`src/rtl/cfg_pkg.sv`:
```
// Shared types and constants for the configuration upload scheduler.
//   - FSM state encoding
//   - default bank address/data widths
//   - register map of the sensor configuration bank
package cfg_pkg;

  localparam int unsigned CFG_ADDR_W = 3;
  localparam int unsigned CFG_DATA_W = 16;

  typedef enum logic [1:0] {
    ST_IDLE  = 2'd0,
    ST_ARMED = 2'd1,
    ST_DELAY = 2'd2,
    ST_TX    = 2'd3
  } cfg_state_e;

  // Sensor configuration register map
  localparam logic [CFG_ADDR_W-1:0] REG_CTRL     = 3'd0;
  localparam logic [CFG_ADDR_W-1:0] REG_EXPOSURE = 3'd1;
  localparam logic [CFG_ADDR_W-1:0] REG_GAIN     = 3'd2;
  localparam logic [CFG_ADDR_W-1:0] REG_WIN_X    = 3'd3;
  localparam logic [CFG_ADDR_W-1:0] REG_WIN_Y    = 3'd4;
  localparam logic [CFG_ADDR_W-1:0] REG_FPS      = 3'd5;
  localparam logic [CFG_ADDR_W-1:0] REG_TEST     = 3'd6;
  localparam logic [CFG_ADDR_W-1:0] REG_RSVD     = 3'd7;
  localparam int unsigned           CFG_NUM_REGS = 8;

endpackage

```
`src/rtl/cfg_upload_scheduler_if.sv`:
```
// Bus bundle of the upload scheduler: I2C write path, transmitter read path
// and the single shared port of the configuration register bank.
//   master : requesters + bank (drive requests and reg_rdata)
//   slave  : scheduler (drives acks, read data, bank strobes)
interface cfg_upload_scheduler_if #(
  parameter int AW = cfg_pkg::CFG_ADDR_W,
  parameter int DW = cfg_pkg::CFG_DATA_W
);
  logic          wr_req;
  logic [AW-1:0] wr_addr;
  logic [DW-1:0] wr_data;
  logic          wr_ack;
  logic          rd_req;
  logic [AW-1:0] rd_addr;
  logic [DW-1:0] rd_data;
  logic          rd_valid;
  logic          reg_we;
  logic          reg_re;
  logic [AW-1:0] reg_addr;
  logic [DW-1:0] reg_wdata;
  logic [DW-1:0] reg_rdata;

  modport master (
    output wr_req, wr_addr, wr_data, rd_req, rd_addr, reg_rdata,
    input  wr_ack, rd_data, rd_valid, reg_we, reg_re, reg_addr, reg_wdata
  );

  modport slave (
    input  wr_req, wr_addr, wr_data, rd_req, rd_addr, reg_rdata,
    output wr_ack, rd_data, rd_valid, reg_we, reg_re, reg_addr, reg_wdata
  );
endinterface

```
`src/rtl/cfg_port_arbiter.sv`:
```
// Arbitration of the single register bank port.
//   clk_i, rst_n_i   : clock, synchronous active-low reset
//   write_allowed_i  : FSM permits a write this cycle
//   bus              : scheduler side of the bus bundle
// Reads always win: the read request is a one-cycle pulse and cannot wait,
// while the write requester holds its request until acknowledged.
module cfg_port_arbiter #(
  parameter int AW = 3,
  parameter int DW = 16
) (
  input  logic clk_i,
  input  logic rst_n_i,
  input  logic write_allowed_i,
  cfg_upload_scheduler_if.slave bus
);

  logic          rd_grant;
  logic          wr_grant;
  logic [AW-1:0] addr_mux;
  logic [DW-1:0] wdata_mux;
  logic          rd_valid_q;

  // Strobes are combinational so the bank sees them in the request cycle;
  // they are held low during reset.
  always_comb begin
    rd_grant  = rst_n_i & bus.rd_req;
    wr_grant  = rst_n_i & bus.wr_req & write_allowed_i & ~bus.rd_req;
    addr_mux  = '0;
    wdata_mux = '0;
    if (rd_grant) begin
      addr_mux = bus.rd_addr;
    end else if (wr_grant) begin
      addr_mux  = bus.wr_addr;
      wdata_mux = bus.wr_data;
    end
  end

  always_ff @(posedge clk_i) begin
    if (!rst_n_i) rd_valid_q <= 1'b0;
    else          rd_valid_q <= rd_grant;
  end

  assign bus.reg_re    = rd_grant;
  assign bus.reg_we    = wr_grant;
  assign bus.wr_ack    = wr_grant;
  assign bus.reg_addr  = addr_mux;
  assign bus.reg_wdata = wdata_mux;
  assign bus.rd_valid  = rd_valid_q;
  // Bank data arrives the cycle after the strobe, together with rd_valid.
  assign bus.rd_data   = rd_valid_q ? bus.reg_rdata : '0;

endmodule

```
`src/rtl/cfg_upload_scheduler.sv`:
```
// Configuration upload scheduler.
//   clk_i, rst_n_i   : system clock, synchronous active-low reset
//   frame_start_i    : one-cycle frame pulse
//   tx_end_i         : one-cycle completion pulse from the transmitter
//   config_start_o   : one-cycle pulse launching an upload
//   busy_o           : high in DELAY and TX
//   tx_error_o       : sticky transmitter timeout flag
//   bus              : write/read request paths and bank port
// Tracks a dirty flag, launches one upload per eligible frame a fixed delay
// after the frame pulse and supervises completion with a timeout.
module cfg_upload_scheduler
  import cfg_pkg::*;
#(
  parameter int G_ADDR_WIDTH     = CFG_ADDR_W,
  parameter int G_DATA_WIDTH     = CFG_DATA_W,
  parameter int G_START_DELAY    = 64,
  parameter int G_TX_TIMEOUT     = 4096,
  parameter int G_REFRESH_FRAMES = 8
) (
  input  logic clk_i,
  input  logic rst_n_i,
  input  logic frame_start_i,
  input  logic tx_end_i,
  output logic config_start_o,
  output logic busy_o,
  output logic tx_error_o,
  cfg_upload_scheduler_if.slave bus
);

  localparam int TO_W = $clog2(G_TX_TIMEOUT + 1);

  cfg_state_e      state_q;
  logic [15:0]     dly_q;
  logic [TO_W-1:0] to_q;
  logic [7:0]      fcnt_q;
  logic [7:0]      fcnt_nxt;
  logic            dirty_q;
  logic            cs_q;
  logic            busy_q;
  logic            err_q;
  logic            refresh_due;
  logic            write_allowed;

  always_comb begin
    refresh_due = (G_REFRESH_FRAMES > 0) && (fcnt_q == 8'(G_REFRESH_FRAMES - 1));
    if (G_REFRESH_FRAMES == 0) fcnt_nxt = '0;
    else if (refresh_due)      fcnt_nxt = '0;
    else                       fcnt_nxt = fcnt_q + 8'd1;
    // A write racing the launching frame pulse stalls; dirty is already set.
    write_allowed = (state_q == ST_IDLE) ||
                    ((state_q == ST_ARMED) && !frame_start_i);
  end

  cfg_port_arbiter #(.AW(G_ADDR_WIDTH), .DW(G_DATA_WIDTH)) u_arb (
    .clk_i           (clk_i),
    .rst_n_i         (rst_n_i),
    .write_allowed_i (write_allowed),
    .bus             (bus)
  );

  always_ff @(posedge clk_i) begin
    if (!rst_n_i) begin
      state_q <= ST_IDLE;
      dly_q   <= '0;
      to_q    <= '0;
      fcnt_q  <= '0;
      dirty_q <= 1'b1;
      cs_q    <= 1'b0;
      busy_q  <= 1'b0;
      err_q   <= 1'b0;
    end else begin
      cs_q <= 1'b0;
      if (bus.wr_ack) dirty_q <= 1'b1;
      case (state_q)
        ST_IDLE: begin
          if (frame_start_i) fcnt_q <= fcnt_nxt;
          if (dirty_q || refresh_due) state_q <= ST_ARMED;
        end
        ST_ARMED: begin
          if (frame_start_i) begin
            busy_q <= 1'b1;
            if (G_START_DELAY <= 1) begin
              state_q <= ST_TX;
              cs_q    <= 1'b1;
              dirty_q <= 1'b0;
              to_q    <= '0;
              fcnt_q  <= '0;
            end else begin
              // Loaded with delay-1: the last decrement lands on the edge
              // that enters TX, giving exactly G_START_DELAY cycles.
              state_q <= ST_DELAY;
              dly_q   <= 16'(G_START_DELAY - 1);
              fcnt_q  <= fcnt_nxt;
            end
          end
        end
        ST_DELAY: begin
          if (dly_q <= 16'd1) begin
            state_q <= ST_TX;
            dly_q   <= '0;
            cs_q    <= 1'b1;
            dirty_q <= 1'b0;
            to_q    <= '0;
            fcnt_q  <= '0;
          end else begin
            dly_q <= dly_q - 16'd1;
          end
        end
        ST_TX: begin
          if (tx_end_i) begin
            state_q <= ST_IDLE;
            busy_q  <= 1'b0;
          end else if (to_q == TO_W'(G_TX_TIMEOUT - 1)) begin
            state_q <= ST_IDLE;
            busy_q  <= 1'b0;
            err_q   <= 1'b1;
            dirty_q <= 1'b1;
          end else begin
            to_q <= to_q + 1'b1;
          end
        end
        default: state_q <= ST_IDLE;
      endcase
    end
  end

  assign config_start_o = cs_q;
  assign busy_o         = busy_q;
  assign tx_error_o     = err_q;

endmodule

```
`src/flat_wrapper.sv`:
```
// flat-port wrapper written by rule: the top's interface ports become plain ports
module cfg_upload_scheduler_flat import cfg_pkg::*;
#(
  parameter int G_ADDR_WIDTH     = CFG_ADDR_W,
  parameter int G_DATA_WIDTH     = CFG_DATA_W,
  parameter int G_START_DELAY    = 64,
  parameter int G_TX_TIMEOUT     = 4096,
  parameter int G_REFRESH_FRAMES = 8
)
  (clk_i, rst_n_i, frame_start_i, tx_end_i, config_start_o, busy_o, tx_error_o, bus_wr_req, bus_wr_addr, bus_wr_data, bus_rd_req, bus_rd_addr, bus_reg_rdata, bus_wr_ack, bus_rd_data, bus_rd_valid, bus_reg_we, bus_reg_re, bus_reg_addr, bus_reg_wdata);
  cfg_upload_scheduler_if #(.AW(3), .DW(16)) bus_i ();
  input  logic clk_i;
  input  logic rst_n_i;
  input  logic frame_start_i;
  input  logic tx_end_i;
  output logic config_start_o;
  output logic busy_o;
  output logic tx_error_o;
  input wire logic [$bits(bus_i.wr_req)-1:0] bus_wr_req;
  input wire logic [$bits(bus_i.wr_addr)-1:0] bus_wr_addr;
  input wire logic [$bits(bus_i.wr_data)-1:0] bus_wr_data;
  input wire logic [$bits(bus_i.rd_req)-1:0] bus_rd_req;
  input wire logic [$bits(bus_i.rd_addr)-1:0] bus_rd_addr;
  input wire logic [$bits(bus_i.reg_rdata)-1:0] bus_reg_rdata;
  output wire logic [$bits(bus_i.wr_ack)-1:0] bus_wr_ack;
  output wire logic [$bits(bus_i.rd_data)-1:0] bus_rd_data;
  output wire logic [$bits(bus_i.rd_valid)-1:0] bus_rd_valid;
  output wire logic [$bits(bus_i.reg_we)-1:0] bus_reg_we;
  output wire logic [$bits(bus_i.reg_re)-1:0] bus_reg_re;
  output wire logic [$bits(bus_i.reg_addr)-1:0] bus_reg_addr;
  output wire logic [$bits(bus_i.reg_wdata)-1:0] bus_reg_wdata;
  assign bus_i.wr_req = bus_wr_req;
  assign bus_i.wr_addr = bus_wr_addr;
  assign bus_i.wr_data = bus_wr_data;
  assign bus_i.rd_req = bus_rd_req;
  assign bus_i.rd_addr = bus_rd_addr;
  assign bus_i.reg_rdata = bus_reg_rdata;
  assign bus_wr_ack = bus_i.wr_ack;
  assign bus_rd_data = bus_i.rd_data;
  assign bus_rd_valid = bus_i.rd_valid;
  assign bus_reg_we = bus_i.reg_we;
  assign bus_reg_re = bus_i.reg_re;
  assign bus_reg_addr = bus_i.reg_addr;
  assign bus_reg_wdata = bus_i.reg_wdata;
  cfg_upload_scheduler #(.G_ADDR_WIDTH(G_ADDR_WIDTH), .G_DATA_WIDTH(G_DATA_WIDTH), .G_START_DELAY(G_START_DELAY), .G_TX_TIMEOUT(G_TX_TIMEOUT), .G_REFRESH_FRAMES(G_REFRESH_FRAMES)) u_core (.clk_i(clk_i), .rst_n_i(rst_n_i), .frame_start_i(frame_start_i), .tx_end_i(tx_end_i), .config_start_o(config_start_o), .busy_o(busy_o), .tx_error_o(tx_error_o), .bus(bus_i));
endmodule
```
`config.mk`:
```
export PLATFORM = sky130hd
export DESIGN_NAME = cfg_upload_scheduler_flat
export DESIGN_NICKNAME = d
export VERILOG_FILES = /design/src/rtl/cfg_pkg.sv /design/src/rtl/cfg_upload_scheduler_if.sv /design/src/rtl/cfg_port_arbiter.sv /design/src/rtl/cfg_upload_scheduler.sv /design/src/flat_wrapper.sv
export SDC_FILE = /design/constraint.sdc
export NUM_CORES = 1
export LEC_CHECK = 0
export BUFFER_PORTS_ARGS = -buffer_cell sky130_fd_sc_hd__clkbuf_2
export CAP_MARGIN = 20
export CORE_ASPECT_RATIO = 0.6
export CORE_MARGIN = 5
export CORE_UTILIZATION = 40
export DETAILED_ROUTE_END_ITERATION = 7
export SLEW_MARGIN = 20
export SYNTH_ARGS = -nofsm -noshare
export SYNTH_HDL_FRONTEND = slang
export SYNTH_HIERARCHICAL = 1
export SYNTH_SLANG_ARGS = --single-unit
```
`constraint.sdc`:
```
create_clock -name clk_i -period 2.6 [get_ports clk_i]
set_input_delay 0.13 -clock clk_i [delete_from_list [all_inputs] [get_ports clk_i]]
set_output_delay 0.13 -clock clk_i [all_outputs]
set_load 0.02 [all_outputs]
```
# Word level (Yosys, flattened, before mapping)
# Index checks and enable logic that the tools add are counted.
# op_classes
n_reduce_logical,17
magnitude_cmp,1
mux,32
n_bitwise,6
eq_ne,12
add_sub_neg,3
# ops
cell,count
$mux 16,5
$mux 13,3
$pmux 16 s2,1
$pmux 13 s2,1
$mux 8,3
$le 16x1->1 const B,1
$pmux 8 s2,1
$sub 16x1->16 const B,1
$add 13x1->13 const B,1
$eq 13x12->1 const B,1
$mux 2,5
$reduce_and 3->1,3
$add 8x1->8 const B,1
$eq 8x3->1 const B,1
$mux 1,8
$ne 2x2->1 const B,4
$pmux 2 s4,1
$reduce_and 4->1,2
$reduce_bool 2->1,4
$mux 3,2
$and 1x1->1,4
$eq 2x2->1 const B,2
$ne 2x1->1 const B,2
$pmux 1 s2,2
other kinds (9),12
# totals
out_inout_bits,42
word_cells,80
input_bits,44
register_bits,44

# Depth between registers and ports, before layout
# Gate-level depths: netlist (run 1).
# depth
depth_word,9
depth_mapped,10
ltp_nobuf,8

# By module
# Netlist (run 1), hierarchy kept.
# modules_own_cells
module,cells_each,seq_area_each_um2,instances,area_per_inst_um2
cfg_upload_scheduler,296,860.8,1,2416.1
cfg_port_arbiter,48,20.0,1,351.6

# Least setup slack after synthesis (run 1)
# OpenSTA, ideal clock, no wires.
# synth_timing
path_kind,register to register
start,reg u_core.dly_q[8]
end,reg u_core.to_q[3]
n_path_buf,2
setup_ns,0.071
path_stages_with_launch,8
t_arrival_ns,2.043
period_less_slack_ns,2.115
t_required_ns,2.529
slack_ns,0.485
path_cell_list,dfxtp_1 or4_1 buf_2 nor3_4 a21oi_2 buf_6 or4_1 a21oi_1
# synth_between
elab_chain_cells,3
# synth_rtl
item,line,rtl
"start, declared",cfg_upload_scheduler.sv:33,logic [15:0] dly_q;
"start signal, assigned",cfg_upload_scheduler.sv:92,dly_q <= 16'(G_START_DELAY - 1);
"start signal, assigned",cfg_upload_scheduler.sv:106,dly_q <= dly_q - 16'd1;
$le 16x1->1,cfg_upload_scheduler.sv:98,if (dly_q <= 16'd1) begin
$ne 2x1->1 (no line),-,
$reduce_and 4->1 (no line),-,
"end signal, assigned",cfg_upload_scheduler.sv:119,to_q <= to_q + 1'b1;
"end, declared",cfg_upload_scheduler.sv:34,logic [TO_W-1:0] to_q;
# Every way passes these cells.
# A chain may end at the register's enable or synchronous reset.

# Final worst setup path (run 1)
# Same ends and word-level chain as after synthesis.

==> results.cfg, run 1 <==
[synthesis]
synth_cell_type_count = 55
number_of_synthesized_flops_with_an_enable_pin = 0
async_reset_ff_share_pct = 0
post_synth.cell_area_avg_um2 = 8.05
main_synth_ff_type = sky130_fd_sc_hd__dfxtp_1
syn_inst = 344
flop_and_latch_count_out_of_synthesis = 44
synth.net_count = 396
synth.yosys.warnings = 6
synth.cell_area_mm2 = 0.00277
synth.yosys.seq_area_share_pct = 31.8

[clock_tree]
numCtsBuffers = 5
post_cts.resized_instances = 0
clk_pin_slew_ps = 60
cts-hold-fix-buffers = 0
tritoncts = yes
cts.root.buffer_cell = sky130_fd_sc_hd__clkbuf_16
cts.htree.levels = 2
clk_latency_ps = 290
cts.sinks = 44
cts_buffer_depth = 2
post_cts_buffers = 0

[placement]
gp_congestion = 0.837
port_buffers = 85
dp_hpwl_mm = 5.76

[floorplan]
floorplan.die_area_mm2 = 0.00874
chipWidth_um = 117
chipHeight_um = 74.4
initial_core_util_pct = 41.3
design.core.area_mm2 = 0.00671
fp-row-count = 23
ioPinCount = 86

[critical_path]
timing.critical_path.arrival_ps = 2580
cp-end-kind = register
cp_slowest_cell = sky130_fd_sc_hd__or4_1
critical_path.reg2reg.startpoint = u_core/dly_q[8]
critical_path_class = register to register
path_max_fanout = 31
cpLargestDelayFamily = simple AND/OR/NAND/NOR gates
r2r_slack_ps = 230
critical_path_required_ps = 2810
rr_endpoint = u_core/to_q[3]
critPathBufInv = 1
cp_common_cell = sky130_fd_sc_hd__or4_1
crit_path_start_kind = register
cpPeakStageDelay_ps = 670
critical_path.cell_chain = or4_1 > nor3_4 > a21oi_2 > buf_12 > or4_1 > a21oi_1
r2r_cells = 6

[global_route]
grt_antenna_before_repair = 0
grt_pass1_vias = 2524
grt_util_all_layers_pct = 17.4
grt_max_degree = 32
grt_first_pass_wirelength_mm = 12.5
globalRoute.totalOverflow = 0

[detailed_routing]
maxUsedRoutingLayer = met4
routed-wl-met2_mm = 3.16
drt-vias-per-instance = 5.42
route.antenna.remaining_nets = 0
vias = 2778
detailroute.wirelength.met3_um = 401
detail_route.drc_violations = 0
route.layer.met1.wl_mm = 3.97
first_pass_iters = 4
first_iter_violations = 245
routed_wirelength_mm = 7.58
wl_per_cell_um = 14.8

[timing]
finalSetupTns_ps = 0
worst_case_headroom_to_the_max_slew_limit_pct = 42.9
fin_worst_skew_ps = 7.59
fmax_ghz = 0.422
period_share_pct = 91.2
report.final.setup_viol = 0
rsz0062_at_grt = no
timing.final.max_slew_violations = 0
worstMarginPinSlew_ps = 849
hold_violations = 0
timing.final.crit_period_ps = 2370

[finish]
layout.nets = 478
num-fill-cells = 656
antenna-diode-count = 0
most_common_cell_after_layout_fill_and_taps_aside = sky130_fd_sc_hd__clkbuf_2
drive_above_1_share_pct = 30.8
area_growth_pct = 23.6
layout.cells.most_common_list = sky130_fd_sc_hd__clkbuf_2, sky130_fd_sc_hd__dfxtp_1, sky130_fd_sc_hd__a21oi_1

[power]
leakage_power_nw = 1.44
max-vdd-ir-drop_uv = 457
power.density_cell_area_mw_per_mm2 = 977
report.power.total_mw = 3.34

[hold_path]
holdPathEnd = u_core/u_arb/bus.rd_valid
worst_hold_startpoint = bus_rd_req
worst_hold_path.num_cells = 2
hp-class = input port to register

[flow_run]
number_of_max_cap_violations = 0

[run_status]
status = completed
-- synthesized netlist by cell type, drive strengths merged (4+ instances only) --
cell type  count  area share (%)
a21oi         28             5.2
o21ai         18             3.4
o31ai         11             3.0
inv           11             1.5
nand4          8             1.8
nand2b         9             2.0
mux2i          6             2.2
nor2          26             3.5
nand3         12             2.2
nor4          11             2.5
nand2         20             2.7
clkbuf        10             1.4
ha             8             3.6
nor3           9             2.0
or4           15             4.1
buf            7             1.8
and2          37             9.2
xnor2          6             1.9
a21boi         4             1.1
dfxtp         44              32
or3            4            0.90
-- stage by stage --
step | instances | utilization (%) | instance area, um2 | hold WS (ps) | setup slack (ps)
2_1_floorplan | 344 | - | 2770 | 266 | 485
3_3_place_gp | 506 | 48.9 | 3280 | 459 | 315
3_5_place_dp | 506 | 48.9 | 3280 | 462 | 217
4_1_cts | 513 | 51.0 | 3420 | 166 | 198
5_1_grt | 513 | 51.0 | 3420 | 191 | 101
6_report | 513 | 51.0 | 3420 | 175 | 230
-- flip-flops by register name (all words and copies together) (netlist names) --
register                   cells
u_core/fcnt_q                  8
u_core/to_q                   13
u_core/u_arb/bus.rd_valid      1
u_core/state_q                 2
u_core/dirty_q                 1
u_core/tx_error_o              1
u_core/dly_q                  16
u_core/config_start_o          1
u_core/busy_o                  1
-- cell families (layout without fill, tap and decap cells) --
group                    count (synthesis)  in the layout  share of synthesized area [%]
adder cells (fa/ha/maj)                  8              8                           3.62
flip-flops                              44             44                           31.8
buffers and inverters                   28            110                           4.61
AND/OR/NAND/NOR                        167            167                           35.4
multiplexers                             7              7                           2.58
AO/OA/AOI/OAI                           83             83                           19.8
XOR/XNOR                                 7              7                           2.22
-- area by class of cell --
type                       instances  area, um2  share of cell area, %
multi-input combinational        272       1760                   51.5
inverter                          11       41.3                   1.21
timing repair buffer              92        490                   14.3
clock buffer                       5        125                   3.66
clock inverter                     2       12.5                  0.366
tap                               87        109                   3.18
sequential                        44        881                   25.7
-- worst max path at each step --
| stage | cells after the start | slack [ps] | to | startpoint |
|---|---|---|---|---|
| finish | 6 | 230 | u_core/to_q[3] | u_core/dly_q[8] |
| detailed placement | 5 | 220 | u_core/dirty_q | u_core/dly_q[8] |
| floorplan | 7 | 490 | u_core/to_q[3] | u_core/dly_q[8] |
| global placement | 5 | 310 | u_core/dirty_q | u_core/dly_q[8] |
| CTS | 5 | 200 | u_core/dirty_q | u_core/dly_q[8] |
| global route | 5 | 100 | u_core/dirty_q | u_core/dly_q[8] |
-- worst register-to-register path, stage by stage, from the launching register on --
cell,delay (ps)
sky130_fd_sc_hd__dfxtp_1,350
sky130_fd_sc_hd__or4_1,670
sky130_fd_sc_hd__nor3_4,290
sky130_fd_sc_hd__a21oi_2,120
sky130_fd_sc_hd__buf_12,180
sky130_fd_sc_hd__or4_1,530
sky130_fd_sc_hd__a21oi_1,150
-- per-layer routing --
| metal | global-route usage (%) | vias to the layer above |
|---|---|---|
| met5 | 0 | - |
| met4 | 4.12 | 0 |
| met3 | 4.48 | 4 |
| met2 | 26.3 | 64 |
| met1 | 24.9 | 1288 |
| li1 | - | 1422 |
-- power breakdown --
group | leakage, nW | switching [mW] | internal [mW]
Clock | 0.0657 | 0.254 | 0.348
Sequential | 0.357 | 0.153 | 0.802
Combinational | 1.02 | 1.12 | 0.663
Power figures use the tool's default switching activity.
==> inputs of run 2 (changes only) <==
CTS_BUF_LIST = sky130_fd_sc_hd__clkbuf_4 sky130_fd_sc_hd__clkbuf_8   (was not set)
PLACE_DENSITY_LB_ADDON = 0.3   (was not set)
==> run 2 against run 1 <==
Combinational power is essentially flat. Register-to-register slack lost 60 ps. Via count grew 2.3%. Clock-buffer cell count grew 1. Sequential share of layout area grew 0.49 points. Total power shrank 5.5%. Sequential cell count is the same. Routed wire length shrank 1.1%. Cell count shrank 0.19%. Design area shrank 1.9%. Utilization shrank 0.95 points.
==> results.cfg, run 2 (same netlist as run 1, synthesis figures left out) <==
[run_status]
status = completed

[clock_tree]
tritoncts = yes
cts_buffer_depth = 2
clk_pin_slew_ps = 90
post_cts.resized_instances = 0
clk_latency_ps = 300
cts.root.buffer_cell = sky130_fd_sc_hd__clkbuf_8
numCtsBuffers = 5
cts.sinks = 44
cts.htree.levels = 2
post_cts_buffers = 0
cts-hold-fix-buffers = 0

[power]
part_of_the_power_in_combinational_logic_pct = 55.7
power.share.clock_pct = 14.3
power.density_cell_area_mw_per_mm2 = 941
power_switching_mw = 1.50
leakage_power_nw = 1.42
sequential_cell_fraction_of_total_power_pct = 30.0
cell_internal_pwr_mw = 1.66
sw_frac_of_total_pct = 47.4
max-vdd-ir-drop_uv = 492

[timing]
timing.final.max_slew_violations = 0
fin_worst_hold_slack_ps = 163
rsz0062_at_grt = no
fmax_ghz = 0.412
period_share_pct = 93.3
finalSetupTns_ps = 0
worstMarginPinSlew_ps = 643
report.final.setup_viol = 0
fin_worst_skew_ps = 8.37
timing.final.crit_period_ps = 2430
hold_violations = 0
worst_case_headroom_to_the_max_slew_limit_pct = 55.9

[critical_path]
cp_slowest_cell = sky130_fd_sc_hd__or4_1
cp-end-kind = register
path_max_fanout = 10
timing.critical_path.arrival_ps = 2620
crit_path_start_kind = register
r2r_cells = 5
critical_path_required_ps = 2800
critical_path_class = register to register
critical_path.cell_chain = or4_1 > nor4_1 > and2_1 > a21oi_1 > a211o_1
cpPeakStageDelay_ps = 680

[detailed_routing]
route.layer.met1.wl_mm = 3.53
detailroute.wirelength.met3_um = 434
routed-wl-met2_mm = 3.46
vias = 2842
drt-vias-per-instance = 5.55
wl_per_cell_um = 14.7
route.antenna.remaining_nets = 0
detail_route.drc_violations = 0
first_iter_violations = 190
routed_wirelength_mm = 7.50
maxUsedRoutingLayer = met4
first_pass_iters = 4

[global_route]
grt_first_pass_wirelength_mm = 12.8
grt_max_degree = 33
globalRoute.totalOverflow = 0
grt_util_all_layers_pct = 17.6
grt_pass1_vias = 2616
grt_antenna_before_repair = 0

[floorplan]
ioPinCount = 86
floorplan.die_area_mm2 = 0.00874
fp-row-count = 23
initial_core_util_pct = 41.3
design.core.area_mm2 = 0.00671
chipWidth_um = 117
chipHeight_um = 74.4

[finish]
area_growth_pct = 21.3
drive_above_1_share_pct = 30.1
layout.cells.most_common_list = sky130_fd_sc_hd__clkbuf_2, sky130_fd_sc_hd__dfxtp_1, sky130_fd_sc_hd__a21oi_1
post_layout_nonfiller_instances = 512
largest_register_ff_count = 16
antenna-diode-count = 0
layout.nets = 476
largest-register = u_core/dly_q
reg.largest.list = u_core/dly_q (16), u_core/to_q (13), u_core/fcnt_q (8)
most_common_cell_after_layout_fill_and_taps_aside = sky130_fd_sc_hd__clkbuf_2

[placement]
port_buffers = 85
placedCellCount = 504
dp_hpwl_mm = 5.78
gp_congestion = 0.854

[flow_run]
number_of_max_cap_violations = 0

[hold_path]
hp-class = input port to register
worst_hold_path.num_cells = 2
[run 2: cell types whose count changed in the layout (fill, tap and decap cells not counted), sizes merged]
cell	delta
clkbuf	+1
clkinvlp	-1
clkinv	+1
buf	-2
[run 2: per-layer routing]
| layer | up-vias | global-route usage (%) |
|---|---|---|
| met5 | - | 0 |
| met3 | 11 | 3.88 |
| li1 | 1422 | - |
| met4 | 0 | 5.02 |
| met2 | 86 | 28.5 |
| met1 | 1323 | 23.9 |
[run 2: stage by stage]
step / util (%) / setup WS [ps] / cell area (um2) / power, mW
final: 50.1 / 173 / 3360 / 3.16
after global routing: 50.1 / 33.5 / 3360 / 3.43
after CTS: 50.1 / 182 / 3360 / 3.14
after detailed placement: 48.7 / 194 / 3270 / 2.67
after global placement: 48.7 / 320 / 3270 / 2.64
after floorplan: - / 485 / 2770 / 2.27
[run 2: final timing paths]
| path | from | end | slack (ps) |
|---|---|---|---|
| worst max-delay path | u_core/dly_q[8] | u_core/dirty_q | 170 |
| worst max register to register | u_core/dly_q[8] | u_core/dirty_q | 170 |
| worst min register to register | u_core/to_q[6] | u_core/to_q[6] | 480 |
| worst min-delay path | bus_rd_req | u_core/u_arb/bus.rd_valid | 160 |
[run 2: worst max-delay path, delay by kind of cell (launching register included)]
kind / cells / cell delay (ps)
simple gates: 3 / 1570
flops: 1 / 360
compound gates: 2 / 400
[run 2: power by group through the flow]
| stage | registers (mW) | clock network [mW] | logic [mW] |
|---|---|---|---|
| after floorplan | 0.936 | 0 | 1.34 |
| after global placement | 0.960 | 0 | 1.68 |
| after detailed placement | 0.962 | 0 | 1.71 |
| after CTS | 0.948 | 0.465 | 1.73 |
| after global routing | 0.973 | 0.506 | 1.96 |
| final | 0.949 | 0.451 | 1.76 |
[run 2: cell type report]
cell class | count | area, um2
Fill cell | 661 | 3350
Multi-Input combinational cell | 272 | 1760
Sequential cell | 44 | 881
Timing Repair Buffer | 90 | 475
Tap cell | 87 | 109
Clock buffer | 6 | 82.6
Inverter | 11 | 41.3
Clock inverter | 2 | 10.0
==> inputs of run 3 (changes only) <==
clock period = 3.05 ns   (was 2.6 ns; I/O delays follow)
==> run 3 against run 2 <==
Hold slack improved by 22 ps. Clock skew increased by 1.3 ps. Non-clock buffer count decreased by 2. Total power decreased by 17%. Sequential power decreased by 14%. Critical path depth unchanged. Sequential cell count unchanged. Combinational power decreased by 18%.
==> results.cfg, run 3 (same netlist as run 1, synthesis figures left out) <==
[placement]
dp_hpwl_mm = 5.71
port_buffers = 85
post-place-ws_ps = 637
gp_congestion = 0.897

[finish]
largest_register_ff_count = 16
drive_above_1_share_pct = 29.6
antenna-diode-count = 0
most_common_cell_after_layout_fill_and_taps_aside = sky130_fd_sc_hd__clkbuf_2
layout.nets = 474
num-fill-cells = 667
reg.largest.list = u_core/dly_q (16), u_core/to_q (13), u_core/fcnt_q (8)
multi_input_comb_area_mm2 = 0.00176
layout.cells.most_common_list = sky130_fd_sc_hd__clkbuf_2, sky130_fd_sc_hd__dfxtp_1, sky130_fd_sc_hd__a21oi_1
final-seq-area_um2 = 881
largest-register = u_core/dly_q
area_growth_pct = 19.9

[critical_path]
r2r_slack_ps = 620
critical_path.cell_chain = or4_1 > nor4_1 > and2_1 > a21oi_1 > a211o_1
cp_slowest_cell = sky130_fd_sc_hd__or4_1
critical_path_required_ps = 3250
cpLargestDelayFamily = simple AND/OR/NAND/NOR gates
timing.critical_path.arrival_ps = 2640
crit_path_start_kind = register
cpPeakStageDelay_ps = 670
critical_path_class = register to register
cp-end-kind = register
path_max_fanout = 10
critPathBufInv = 0

[detailed_routing]
routed-wl-met2_mm = 3.35
route.layer.met1.wl_mm = 3.62
maxUsedRoutingLayer = met4
wl_per_cell_um = 14.8
first_iter_violations = 165
routed_wirelength_mm = 7.52
first_pass_iters = 5
route.antenna.remaining_nets = 0
drt-vias-per-instance = 5.49
detail_route.drc_violations = 0
vias = 2795
detailroute.wirelength.met3_um = 456

[timing]
fmax_ghz = 0.411
timing.final.max_slew_violations = 0
timing.final.crit_period_ps = 2430
report.final.setup_viol = 0
worst_case_headroom_to_the_max_slew_limit_pct = 48.9
hold_violations = 0
finalSetupTns_ps = 0
setup_ws_ps = 616
rsz0062_at_grt = no
period_share_pct = 79.8
worstMarginPinSlew_ps = 762
fin_worst_skew_ps = 9.63

[global_route]
grt_first_pass_wirelength_mm = 12.4
grt_pass1_vias = 2520
grt_antenna_before_repair = 0
grt_util_all_layers_pct = 17.3
globalRoute.totalOverflow = 0
grt_max_degree = 33

[flow_run]
number_of_max_cap_violations = 0

[power]
sequential_cell_fraction_of_total_power_pct = 31.0
part_of_the_power_in_combinational_logic_pct = 55.3
power.share.clock_pct = 13.7
leakage_power_nw = 1.40
report.power.total_mw = 2.62
power_switching_mw = 1.25
sw_frac_of_total_pct = 47.6
max-vdd-ir-drop_uv = 341
cell_internal_pwr_mw = 1.37
power.density_cell_area_mw_per_mm2 = 789

[clock_tree]
cts_buffer_depth = 2
numCtsBuffers = 5
cts.root.buffer_cell = sky130_fd_sc_hd__clkbuf_8
post_cts_buffers = 0
cts.htree.levels = 2
tritoncts = yes
cts.sinks = 44
clk_pin_slew_ps = 80
post_cts.resized_instances = 0
clk_latency_ps = 310
cts-hold-fix-buffers = 0

[floorplan]
chipHeight_um = 74.4
floorplan.die_area_mm2 = 0.00874
initial_core_util_pct = 41.3
ioPinCount = 86
fp-row-count = 23
design.core.area_mm2 = 0.00671
chipWidth_um = 117

[hold_path]
hp-class = input port to register

[run_status]
status = completed
## run 3: cell type report
class                   instances  share of cell area, %
clock buffers                   5                   2.07
multi-input cells             272                   53.0
well taps                      87                   3.28
clock inverters                 2                  0.377
repair buffers                 88                   13.5
inverters                      11                   1.24
flip-flops and latches         44                   26.5
## run 3: per-stage QoR
stage | cell area (um2) | hold slack [ps] | utilization (%) | instances
final | 3320 | 185 | 49.5 | 509
after global routing | 3320 | 190 | 49.5 | 509
after CTS | 3320 | 171 | 49.5 | 509
after detailed placement | 3240 | 471 | 48.3 | 502
after global placement | 3240 | 457 | 48.3 | 502
after floorplan | 2770 | 289 | - | 344
## run 3: final timing paths
path	startpoint	end	depth (start not counted)
worst min register to register	u_core/to_q[11]	u_core/to_q[11]	2
worst max-delay path	u_core/dly_q[8]	u_core/dirty_q	5
worst max register to register	u_core/dly_q[8]	u_core/dirty_q	5
worst min-delay path	bus_rd_req	u_core/u_arb/bus.rd_valid	2
## run 3: power groups by stage
stage               clock, mW  sequential (mW)  combinational (mW)
floorplan                   0            0.798                1.14
global placement            0            0.817                1.41
detailed placement          0            0.822                1.43
CTS                     0.378            0.810                1.44
global route            0.402            0.829                1.62
finish                  0.359            0.812                1.45
## run 3: layer usage
layer  vias up  global-route usage [%]
met5         -                       0
met4         0                    6.82
met3         9                    3.57
met2        79                    26.9
met1      1291                    23.7
li1       1416                       -
